$ cat src/rtl/instr_step_sequencer.sv
// Per-instruction step sequencer: fetch/decode/memory/execute/advance with one pc_inc per retired instruction.
// Optional INSTR_STEP_TIMEOUT_EN adds a mem_ack wait limit and a mem_err pulse.
module instr_step_sequencer #(
  parameter int unsigned          OP_W        = 4,
  parameter logic [OP_W-1:0]      OP_LDR      = 4'h1,
  parameter logic [OP_W-1:0]      OP_STR      = 4'h2,
  parameter logic [OP_W-1:0]      OP_ADD      = 4'h3,
  parameter int unsigned          CNT_W       = 8,
  parameter int unsigned          MEM_TIMEOUT = 15
) (
  input  logic             clk,
  input  logic             reset,
  input  logic             instr_valid,
  input  logic [OP_W-1:0]  opcode,
  output logic             instr_ready,
  input  logic             mem_ack,
  output logic             mem_req,
  output logic             mem_we,
  output logic             sel_ldr,
  output logic             sel_str,
  output logic             sel_add,
  output logic             pc_inc,
  output logic             busy,
  output logic [CNT_W-1:0] retired_cnt
`ifdef INSTR_STEP_TIMEOUT_EN
  ,
  output logic             mem_err
`endif
);

  typedef enum logic [2:0] {
    S_IDLE,
    S_DECODE,
    S_MEM,
    S_EXEC,
    S_ADVANCE
  } state_t;

  state_t          state, next_state;
  logic [OP_W-1:0] op_q;
  logic            accept;
  logic            timeout_hit;

`ifdef INSTR_STEP_TIMEOUT_EN
  localparam int unsigned WAIT_W = $clog2(MEM_TIMEOUT + 1);
  logic [WAIT_W-1:0] wait_cnt;
`endif

  // instr_ready is the registered view of IDLE, so an opcode is only taken once it is visible
  assign accept = (state == S_IDLE) && instr_ready && instr_valid;

  always_comb begin
    next_state  = state;
    timeout_hit = 1'b0;
`ifdef INSTR_STEP_TIMEOUT_EN
    timeout_hit = (state == S_MEM) && !mem_ack && (wait_cnt == WAIT_W'(MEM_TIMEOUT - 1));
`endif
    case (state)
      S_IDLE:    if (accept) next_state = S_DECODE;
      S_DECODE: begin
        if (op_q == OP_LDR || op_q == OP_STR) next_state = S_MEM;
        else if (op_q == OP_ADD)              next_state = S_EXEC;
        else                                  next_state = S_ADVANCE;
      end
      S_MEM:     if (mem_ack || timeout_hit) next_state = S_ADVANCE;
      S_EXEC:    next_state = S_ADVANCE;
      S_ADVANCE: next_state = S_IDLE;
      default:   next_state = S_IDLE;
    endcase
  end

  always_ff @(posedge clk) begin
    if (reset) begin
      state       <= S_IDLE;
      op_q        <= '0;
      instr_ready <= 1'b1;
      busy        <= 1'b0;
      mem_req     <= 1'b0;
      mem_we      <= 1'b0;
      sel_ldr     <= 1'b0;
      sel_str     <= 1'b0;
      sel_add     <= 1'b0;
      pc_inc      <= 1'b0;
      retired_cnt <= '0;
    end else begin
      state       <= next_state;
      if (accept) op_q <= opcode;
      instr_ready <= (state == S_IDLE) && !accept;
      busy        <= (state != S_IDLE) || accept;
      mem_req     <= (next_state == S_MEM);
      mem_we      <= (next_state == S_MEM) && (op_q == OP_STR);
      pc_inc      <= (state == S_ADVANCE);
      if (state == S_ADVANCE) retired_cnt <= retired_cnt + 1'b1;
      // selects are loaded in DECODE and held until the sequencer is back in IDLE
      if (state == S_DECODE) begin
        sel_ldr <= (op_q == OP_LDR);
        sel_str <= (op_q == OP_STR);
        sel_add <= (op_q == OP_ADD);
      end else if (state == S_IDLE) begin
        sel_ldr <= 1'b0;
        sel_str <= 1'b0;
        sel_add <= 1'b0;
      end
    end
  end

`ifdef INSTR_STEP_TIMEOUT_EN
  always_ff @(posedge clk) begin
    if (reset) begin
      wait_cnt <= '0;
      mem_err  <= 1'b0;
    end else begin
      wait_cnt <= (state == S_MEM) ? wait_cnt + 1'b1 : '0;
      mem_err  <= timeout_hit;
    end
  end
`else
  logic unused_timeout;
  assign unused_timeout = timeout_hit;
`endif

endmodule

$ cat config.mk
export PLATFORM = sky130hd
export DESIGN_NAME = instr_step_sequencer
export DESIGN_NICKNAME = d
export VERILOG_FILES = /design/src/rtl/instr_step_sequencer.sv
export SDC_FILE = /design/constraint.sdc
export NUM_CORES = 1
export LEC_CHECK = 0
export ABC_CLOCK_PERIOD_IN_PS = 1400
export CAP_MARGIN = 40
export CORE_ASPECT_RATIO = 0.8
export CORE_MARGIN = 1.5
export CORE_UTILIZATION = 32
export CTS_CLUSTER_DIAMETER = 40
export DETAILED_ROUTE_END_ITERATION = 7
export MAX_ROUTING_LAYER = met4
export PLACE_DENSITY = 0.63
export SETUP_SLACK_MARGIN = 0.2
export SYNTH_ARGS = -nofsm -noshare
export SYNTH_HDL_FRONTEND = slang
export SYNTH_SLANG_ARGS = --single-unit
$ cat constraint.sdc
create_clock -name clk -period 1.4 [get_ports clk]
set_clock_uncertainty 0.05 [all_clocks]
set_input_delay 0.28 -clock clk [delete_from_list [all_inputs] [get_ports clk]]
set_output_delay 0.28 -clock clk [all_outputs]
set_load 0.01 [all_outputs]
=== Word level (Yosys, flattened, before mapping) ===
Index checks and enable logic that the tools add are counted.

* $add $sub $neg: 1
* Equality and inequality tests: 8
* Multiplexer cells: 9
* Reductions and logical operators: 10

{| class="wikitable"
|+ Operator list
! operator !! number
|-
| $mux W3 || 4
|-
| $pmux W3 S4 || 1
|-
| $eq A3 B2 Y1 const B || 3
|-
| $add A8 B1 Y8 const B || 1
|-
| $eq A4 B2 Y1 const B || 2
|-
| $eq A4 B1 Y1 const B || 1
|-
| $logic_and A1 B1 Y1 || 4
|-
| $mux W1 || 4
|-
| $eq A3 B1 Y1 const B || 1
|-
| $eq A3 B3 Y1 const B || 1
|-
| $logic_not A3 Y1 || 1
|-
| $reduce_bool A3 Y1 || 1
|-
| $logic_or A1 B1 Y1 || 2
|-
| $reduce_bool A2 Y1 || 1
|-
| $logic_not A1 Y1 || 1
|}

* Flip-flop bits (word level): 23
* Input bits: 8
* Logic and storage cells: 39

=== Logic depth before layout (Yosys ltp) ===
Gate-level depths: netlist (run 1).

* Depth in word-level cells: 7
* Mapped depth: 5
* Gate-level depth less buffers: 4

=== Worst setup path after synthesis (run 1) ===
No wires, ideal clock.

* Path type: flip-flop to flip-flop
* From: register state[1]
* To: register op_q[0]
* Setup time: 0.128 ns
* Arrival: 1.237 ns
* Setup slack: -0.014 ns
* Cell stages (with the launch flop): 6
* Path buffers: 1
* Path through: dfxtp_1 > or2_1 > buf_6 > nor3_4 > mux2i_1 > nor2_1

* Longest elaborated chain between the ends: 3

{| class="wikitable"
|+ RTL lines
! element !! line !! text
|-
| from (decl) || 39 || <nowiki>state_t state, next_state;</nowiki>
|-
| from (signal assigned) || 86 || <nowiki>state <= next_state;</nowiki>
|-
| $logic_not A3 Y1 || 50 || <nowiki>assign accept = (state == S_IDLE) && instr_ready && instr_valid;</nowiki>
|-
| $logic_and A1 B1 Y1 (2 in series) || 50 ||
|-
| to (signal assigned) || 87 || <nowiki>if (accept) op_q <= opcode;</nowiki>
|-
| to (decl) || 40 || <nowiki>logic [OP_W-1:0] op_q;</nowiki>
|}

Every way passes these cells.
A chain may end at the register's enable or synchronous reset.

=== Final worst setup path (run 1) ===
* From: register state[1]
* To: register mem_req

* Longest elaborated chain between the ends: 6

{| class="wikitable"
|+ RTL lines
! element !! line !! text
|-
| $logic_not A3 Y1 || 50, 58 ||
|-
| $logic_and A1 B1 Y1 (2 in series) || 50 ||
|-
| $mux W3 || 59 || <nowiki>S_IDLE: if (accept) next_state = S_DECODE;</nowiki>
|-
| $pmux W3 S4 * || 58 || <nowiki>case (state)</nowiki>
|-
| $eq A3 B2 Y1 * || 90 || <nowiki>mem_req <= (next_state == S_MEM);</nowiki>
|-
| to (signal assigned) || 90 ||
|-
| to (decl) || 17 || <nowiki>output logic mem_req,</nowiki>
|}

Mark *: on every way between the ends. The rest lies on a longest branch, timed or not.

==> key figures, run 1 <==
Worst setup path
  – Crit path DAT: 1.54 ns
  – Required @ worst endpoint: 1.57 ns
  – Critical Path Max Stage Delay: 0.38 ns
  – Worst-path cell chain: or2_4 > nor3_4 > nand4_1 > nor3b_2
  – WS Path Type: reg2reg
  – Critical Path Source Type: register
  – R2r startpoint: state[1]
  – Worst Path Max Fanout: 5
  – Slowest library cell on the worst path: dfxtp_4
  – CP Capture Type: register
  – Worst path bufs/invs: 0
  – CP startpoint: state[1]
  – Crit path max-delay family: simple AND/OR/NAND/NOR gates

Floorplanning
  – Core ar.: 2770 sq um
  – Site row count: 17
  – Die height: 51.1 um
  – DIE WIDTH: 63.2 um
  – Die Area: 3230 sq um
  – Starting Density: 0.335
  – # IOs: 24

Routing
  – Antenna viol nets, final: 0
  – Total length of routed wires: 2180 um
  – Routed vias: 822
  – Routed length per instance: 12.1 um
  – Via density: 4.57
  – # DRC: 0
  – First drt pass iteration count: 3
  – DRT iter0 DRCs: 19

Clock network
  – Hold_buf cts: 0
  – Clk Latency, worst-skew pair: 0.31 ns
  – Maximum level of the CTS H-tree: 1
  – CTS buffer count: 3
  – Clock sinks: 23
  – CTS tree: built
  – Clock transition at the registers of the reported paths: 0.13 ns
  – Clk Tree Root Cell: clkbuf_4
  – Worst-case clock buffer depth: 2

Synthesis
  – Post-synthesis sequential area ratio: 0.497
  – Syn Area/Cell: 9.66 sq um
  – Yosys warns: 0
  – Distinct cells, synth: 32
  – Synth Cell Area: 927 sq um
  – Syn nets: 105
  – Syn Inst Count: 96
  – FF+latch count, synth: 23

Finish
  – NumNets Final: 152
  – Antenna Cells: 0
  – Post-route cell area: 1420 sq um
  – Fill cells: 257
  – Area growth syn-to-layout: 53.3%
  – Reg area: 490 sq um
  – Area occupied by multi-input gates: 489 sq um
  – Fin cells: 180
  – Share of cells above drive strength 1: 0.549

STA
  – Fin Setup TNS: 0 ns
  – Fmax achieved: 728 MHz
  – Min Clock Period, post-route: 1.37 ns
  – Slew Viols, Final: 0
  – Crit share post-route: 0.981
  – Final worst setup slack: 0.0271 ns
  – Worst-margin pin slew: 0.223 ns
  – Unrepaired setup endpoints after global routing: yes
  – Max-slew headroom: 0.852
  – # setup viols final: 0
  – Endpoints failing hold: 0

Placement
  – Placed inst area: 1270 sq um
  – Placed cells: 165
  – Number of port buffers: 23
  – RePlAce Congestion: 0.757
  – Place WS: -0.270 ns
  – Detailed Place HPWL: 1410 um

Global routing
  – Pin count of the biggest net entering global routing: 16
  – Vias in the first global route: 755
  – Tot GR Track Use: 0.143
  – Initial antenna violation count: 0
  – First-pass GRT wire length: 3500 um
  – Global route overflow: 0

Job
  – Maximum Capacitance Violations: 0

Power
  – PD cells: 860 nW/um^2
  – Leak pwr: 0.625 nW
  – Peak supply drop: 0.586 mV
  – Total Power: 0.00122 W

Min path
  – Hold_sp: mem_ack
  – Worst min-delay path category: in2reg

Status
  – Status: complete, no violations
-- layout make-up --
class / count / share of cell area
inverter: 4 / 0.0106
timing repair buffer: 46 / 0.248
sequential: 23 / 0.345
multi-input combinational: 65 / 0.344
tap: 38 / 0.0335
clock buffer: 4 / 0.0185
-- cell families after synthesis --
logic type,Yosys count,share of synthesized area
xor+xnor,7,0.0661
mux,5,0.0540
buf+inv,8,0.0486
fa+ha+maj,1,0.0135
compound gates,10,0.0675
simple gates,42,0.254
flops,23,0.497
-- worst paths after layout --
| kind | end | slack, ns | depth (start not counted) |
|---|---|---|---|
| max | mem_req | 0.03 | 4 |
| min | state[2] | 0.41 | 3 |
| max reg2reg | mem_req | 0.03 | 4 |
| min reg2reg | sel_str | 0.42 | 2 |
-- sequential cells by signal, indices dropped and copies added, names as in the netlist --
register,cells
sel_str,1
mem_req,1
pc_inc,1
op_q,4
mem_we,1
sel_ldr,1
busy,1
state,3
instr_ready,1
retired_cnt,8
sel_add,1
-- per-stage QoR --
step                 util  hold WS [ns]
floorplan               -         0.377
global route        0.514         0.439
detailed placement  0.458         0.393
finish              0.514         0.409
global placement    0.458         0.388
CTS                 0.498         0.404
-- worst min-delay path: stages --
cell and delay (ns):
dlygate4sd2_1 0.23, o21ai_0 0.16, a211oi_1 0.07
-- per-layer routing --
layer,up-vias,wire (um),global-route usage
li1,418,-,-
met1,387,1030,0.181
met2,15,1080,0.238
met3,2,64,0.0330
met4,0,17,0.0326
met5,-,0,-
-- Yosys cell counts --
library cell / n / area (sq um)
nand4b_1: 1 / 8.76
nor3_2: 1 / 10.0
nor3b_2: 2 / 25.0
nand3_1: 3 / 15.0
a211o_1: 1 / 8.76
nand2_1: 7 / 26.3
xor2_1: 6 / 52.6
inv_2: 1 / 3.75
a211oi_1: 1 / 7.51
ha_1: 1 / 12.5
or2_1: 1 / 6.26
o21ai_0: 2 / 10.0
and2_1: 1 / 6.26
nor2_1: 15 / 56.3
nand3b_1: 1 / 7.51
mux2i_1: 5 / 50.1
clkbuf_1: 2 / 7.51
buf_6: 2 / 22.5
or3_1: 1 / 6.26
dfxtp_1: 23 / 460
nor3_1: 1 / 5.00
nor3_4: 1 / 16.3
a21o_1: 1 / 7.51
xnor2_1: 1 / 8.76
nor2b_1: 1 / 6.26
and4_1: 1 / 8.76
nand4_1: 3 / 18.8
inv_1: 3 / 11.3
and3_1: 1 / 6.26
a21oi_1: 4 / 20.0
or2_2: 1 / 6.26
o2111ai_1: 1 / 8.76
-- report_power, final --
| part | leakage, nW | switching (W) | internal [W] |
|---|---|---|---|
| logic | 0.415 | 0.0000956 | 0.000124 |
| registers | 0.196 | 0.0000232 | 0.000676 |
| clock network | 0.0150 | 0.000193 | 0.000111 |
| total | 0.625 | 0.000312 | 0.000911 |
-- repair_timing --
item | in CTS | in global routing
buffers inserted | 10 | 1
pin swaps | 19 | 19
gates resized for setup | 80 | 26
endpoints found under the setup margin | 35 | 27
gates cloned | 0 | 0
-- layout by cell type (no fill, tap or decap), types with 2 or more instances in the layout --
cell / count
nor2_4: 2
nand2_1: 5
nor2_1: 13
inv_1: 2
dfxtp_4: 3
dfxtp_2: 15
clkbuf_4: 3
xor2_1: 6
clkdlybuf4s50_1: 6
buf_6: 5
buf_2: 15
a21oi_2: 2
mux2i_1: 5
a21oi_1: 2
nor3_4: 2
buf_4: 17
nand3_2: 3
inv_2: 2
nand4_1: 3
o21ai_0: 2
dfxtp_1: 5
Power figures use the tool's default switching activity.
==> run 2: changes to the inputs <==
ABC_CLOCK_PERIOD_IN_PS = 1200   (was 1400)
MAX_ROUTING_LAYER = unset   (was met4)
clock period = 1.2 ns   (was 1.4 ns; I/O delays follow)
==> key figures, run 2 (synthesized netlist as in run 1, its figures left out) <==
Status
  – Status: finished, violations left
  – Failing checks: negative setup slack

Worst setup path
  – Required @ worst endpoint: 1.40 ns
  – R2r startpoint: state[1]
  – R2R Setup Slk: -0.19 ns
  – Crit path DAT: 1.61 ns
  – Critical Path Source Type: primary input
  – Crit path to: mem_req
  – Worst Path Max Fanout: 3
  – CP startpoint: mem_ack
  – Cells on worst reg2reg path: 5
  – WS Path Type: in2reg
  – CP Capture Type: register
  – R2R Path End: op_q[0]

STA
  – Max-slew headroom: 0.892
  – Hold_ws: 0.417 ns
  – Unrepaired setup endpoints after global routing: yes
  – Fmax achieved: 712 MHz
  – Crit share post-route: 1.17
  – Final worst setup slack: -0.204 ns
  – Worst-margin pin slew: 0.158 ns
  – # setup viols final: 17
  – Endpoints failing hold: 0
  – Slew Viols, Final: 0
  – Min Clock Period, post-route: 1.40 ns

Floorplanning
  – Die Area: 3230 sq um
  – Starting Density: 0.335
  – DIE WIDTH: 63.2 um
  – Site row count: 17
  – Core ar.: 2770 sq um
  – Die height: 51.1 um
  – # IOs: 24

Clock network
  – CTS tree: built
  – Clock transition at the registers of the reported paths: 0.13 ns
  – Clk Latency, worst-skew pair: 0.31 ns
  – Clock sinks: 23
  – Maximum level of the CTS H-tree: 1
  – CTS buffer count: 3
  – Hold_buf cts: 0
  – Worst-case clock buffer depth: 2
  – Clk Tree Root Cell: clkbuf_4

Placement
  – Number of port buffers: 23
  – Detailed Place HPWL: 1590 um
  – RePlAce Congestion: 0.797
  – Place WS: -0.422 ns
  – Placed cells: 176

Power
  – PD cells: 952 nW/um^2
  – Total Power: 0.00147 W
  – Peak supply drop: 0.648 mV
  – Leak pwr: 0.669 nW

Routing
  – Via density: 4.72
  – # DRC: 0
  – Routed length per instance: 12.4 um
  – First drt pass iteration count: 4
  – Routed vias: 887
  – DRT iter0 DRCs: 20
  – Antenna viol nets, final: 0
  – Total length of routed wires: 2340 um

Global routing
  – Initial antenna violation count: 0
  – Vias in the first global route: 829
  – Pin count of the biggest net entering global routing: 14
  – Tot GR Track Use: 0.146
  – First-pass GRT wire length: 3620 um
  – Global route overflow: 0

Finish
  – Share of cells above drive strength 1: 0.567
  – NumNets Final: 160
  – Biggest register: retired_cnt
  – Most common cell after layout, fill and taps aside: buf_4
  – Fin cells: 188
  – Area growth syn-to-layout: 66.4%
  – Most frequent cells in the layout: buf_4 (24), buf_6 (18), dfxtp_2 (17)
  – Antenna Cells: 0
  – Biggest regs: retired_cnt: 8 flops, op_q: 4 flops, state: 3 flops
  – Max reg flops: 8

Min path
  – Worst min-delay path category: reg2reg

Job
  – Maximum Capacitance Violations: 0
run 2: cell count changes in the layout (fill, tap and decap cells not counted), sizes merged:
cell,before,now
buf,38,47
clkbuf,5,3
clkdlybuf4s50,6,7
clkinv,0,1
dlygate4sd2,1,0
run 2: area by class of cell:
class / instances / area [sq um]
Multi-Input combinational cell: 65 / 474
Sequential cell: 23 / 485
Timing Repair Buffer: 54 / 493
Clock buffer: 3 / 22.5
Tap cell: 38 / 47.5
Clock inverter: 1 / 5.00
Fill cell: 254 / 1220
Inverter: 4 / 15.0
run 2: through the flow:
stage	instance area [sq um]	util	TNS, ns
2_1_floorplan	933	-	-1.96
3_3_place_gp	1370	0.494	-3.24
3_5_place_dp	1370	0.494	-3.70
4_1_cts	1490	0.537	-1.72
5_1_grt	1540	0.558	-2.85
6_report	1540	0.558	-1.90
run 2: where the power goes:
group	total [W]	switching, W	internal (W)
Sequential	0.000813	0.0000197	0.000793
Combinational	0.000299	0.000128	0.000172
Clock	0.000357	0.000233	0.000125
Total	0.00147	0.000380	0.00109
run 2: routing by layer:
layer,part of all wire,global-route usage,vias up
li1,-,-,438
met1,0.45,0.165,425
met2,0.51,0.271,22
met3,0.030,0.0330,2
met4,0.012,0.0543,0
met5,0,0,-
run 2: worst max-delay path, cell delays in order:
cell,delay (ns)
clkdlybuf4s50_1,0.44
or3_1,0.40
a211o_1,0.36
nor3b_2,0.18
run 2: timing repair:
item	in CTS	in global routing
setup endpoints to repair	39	39
pin swaps	11	3
buffers inserted	6	2
resized for setup	100	13
run 2: how the worst min path moves through the flow:
stage	startpoint	to	slack, ns	depth (start not counted)
6_report	sel_add	sel_add	0.42	2
5_1_grt	sel_add	sel_add	0.44	2
4_1_cts	sel_add	sel_add	0.42	2
3_5_place_dp	sel_add	sel_add	0.39	2
3_3_place_gp	sel_add	sel_add	0.39	2
2_1_floorplan	opcode[0]	op_q[0]	0.34	2
==> run 3: changes to the inputs <==
CELL_PAD_IN_SITES_DETAIL_PLACEMENT = 0   (was unset)
CELL_PAD_IN_SITES_GLOBAL_PLACEMENT = 1   (was unset)
CTS_BUF_LIST = sky130_fd_sc_hd__clkbuf_4 sky130_fd_sc_hd__clkbuf_8   (was unset)
PLACE_DENSITY = 0.79   (was 0.63)
TNS_END_PERCENT = 1   (was unset)
==> key figures, run 3 (synthesized netlist as in run 1, its figures left out) <==
Status
  – Status: finished, violations left
  – Failing checks: negative setup slack

Worst setup path
  – Required @ worst endpoint: 1.37 ns
  – Worst Path Max Fanout: 4
  – CP Capture Type: register
  – Critical Path Source Type: register
  – Crit path DAT: 1.52 ns
  – WS Path Type: reg2reg

Finish
  – Fin cells: 182
  – Fill cells: 279
  – Share of cells above drive strength 1: 0.479
  – Reg area: 478 sq um
  – Most common cell after layout, fill and taps aside: buf_4
  – Biggest register: retired_cnt
  – Max reg flops: 8
  – NumNets Final: 154
  – Most frequent cells in the layout: buf_4 (20), buf_6 (16), nor2_1 (14), dfxtp_2 (14), dfxtp_1 (9)
  – Area growth syn-to-layout: 55.2%
  – Area occupied by multi-input gates: 439 sq um
  – Biggest regs: retired_cnt: 8 flops, op_q: 4 flops, state: 3 flops
  – Antenna Cells: 0

Global routing
  – Vias in the first global route: 746
  – First-pass GRT wire length: 3310 um
  – Pin count of the biggest net entering global routing: 20
  – Initial antenna violation count: 0
  – Tot GR Track Use: 0.132
  – Global route overflow: 0

STA
  – Unrepaired setup endpoints after global routing: yes
  – Crit share post-route: 1.13
  – Worst-margin pin slew: 0.224 ns
  – Fin Setup TNS: -1.52 ns
  – Min Clock Period, post-route: 1.35 ns
  – Fmax achieved: 740 MHz
  – Endpoints failing hold: 0
  – # setup viols final: 19
  – Slew Viols, Final: 0
  – Final worst setup slack: -0.151 ns
  – Max-slew headroom: 0.850

Floorplanning
  – Starting Density: 0.335
  – # IOs: 24
  – Site row count: 17
  – Core ar.: 2770 sq um
  – DIE WIDTH: 63.2 um
  – Die height: 51.1 um
  – Die Area: 3230 sq um

Power
  – Switching share of power: 0.250
  – Cell Int Power: 0.00106 W
  – Leak pwr: 0.626 nW
  – PD cells: 984 nW/um^2
  – Total Power: 0.00142 W
  – Peak supply drop: 0.703 mV
  – Register share of total power: 0.574
  – Comb power frac: 0.175
  – Switch Pwr: 0.000353 W
  – Clock share of power: 0.250

Routing
  – Via density: 4.42
  – Routed length per instance: 10.7 um
  – # DRC: 0
  – Total length of routed wires: 1950 um
  – Routed vias: 804
  – DRT iter0 DRCs: 13
  – First drt pass iteration count: 6
  – Antenna viol nets, final: 0

Clock network
  – Worst-case clock buffer depth: 2
  – Clk Tree Root Cell: clkbuf_4
  – CTS tree: built
  – Clock transition at the registers of the reported paths: 0.13 ns
  – Clock sinks: 23
  – CTS buffer count: 3
  – Maximum level of the CTS H-tree: 1
  – Clk Latency, worst-skew pair: 0.31 ns
  – Hold_buf cts: 0

Job
  – Maximum Capacitance Violations: 0

Min path
  – Worst min-delay path category: reg2reg

Placement
  – Number of port buffers: 23
  – Placed cells: 175
  – Detailed Place HPWL: 1380 um
  – RePlAce Congestion: 0.802
-- run 3: changes by cell type in the layout (fill, tap and decap cells not counted), moves of 2 or more --
cell     before  now
o21ai_0       0    2
nand3_2       2    0
buf_6        18   16
nand3_1       1    3
dfxtp_1       5    9
dfxtp_2      17   14
buf_4        24   20
-- run 3: worst paths after layout --
kind,startpoint,endpoint,slack (ns),cells after the start
setup reg to reg,state[1],mem_req,-0.15,4
hold reg to reg,sel_add,sel_add,0.43,2
setup / recovery,state[1],mem_req,-0.15,4
hold / removal,sel_add,sel_add,0.43,2
-- run 3: timing repair --
action,CTS,global route
setup endpoints to repair,39,39
resized for setup,76,21
setup buffers,2,1
pin swaps,11,5
-- run 3: power by group through the flow --
| stage | clock network (W) | logic (W) | registers [W] |
|---|---|---|---|
| after floorplan | 0 | 0.000107 | 0.000831 |
| after global placement | 0 | 0.000222 | 0.000826 |
| after detailed placement | 0 | 0.000227 | 0.000826 |
| after CTS | 0.000376 | 0.000240 | 0.000812 |
| after global routing | 0.000401 | 0.000268 | 0.000818 |
| final | 0.000355 | 0.000248 | 0.000814 |
-- run 3: layout make-up --
cell class	count	share of cell area
tap	38	0.0330
sequential	23	0.332
inverter	4	0.0104
clock buffer	3	0.0157
multi-input combinational	65	0.305
clock inverter	1	0.00348
timing repair buffer	48	0.300
-- run 3: metrics by stage --
step	setup slack, ns	utilization	area [sq um]	hold WS, ns
global route	-0.198	0.520	1440	0.464
finish	-0.151	0.520	1440	0.428
floorplan	-0.214	-	927	0.337
CTS	-0.148	0.510	1410	0.415
detailed placement	-0.407	0.485	1340	0.396
global placement	-0.373	0.485	1340	0.390
-- run 3: worst max-delay path, cell delays in order, from the launching register on --
cell,delay [ns]
dfxtp_2,0.37
or2_4,0.28
nor3_2,0.15
nand4_1,0.21
nor3b_2,0.21
-- run 3: layer usage --
metal | up-vias | part of all wire | GRT usage
li1 | 421 | - | -
met5 | - | 0 | 0
met4 | 0 | 0 | 0.0181
met3 | 0 | 0.054 | 0.0463
met2 | 18 | 0.46 | 0.223
met1 | 365 | 0.49 | 0.167
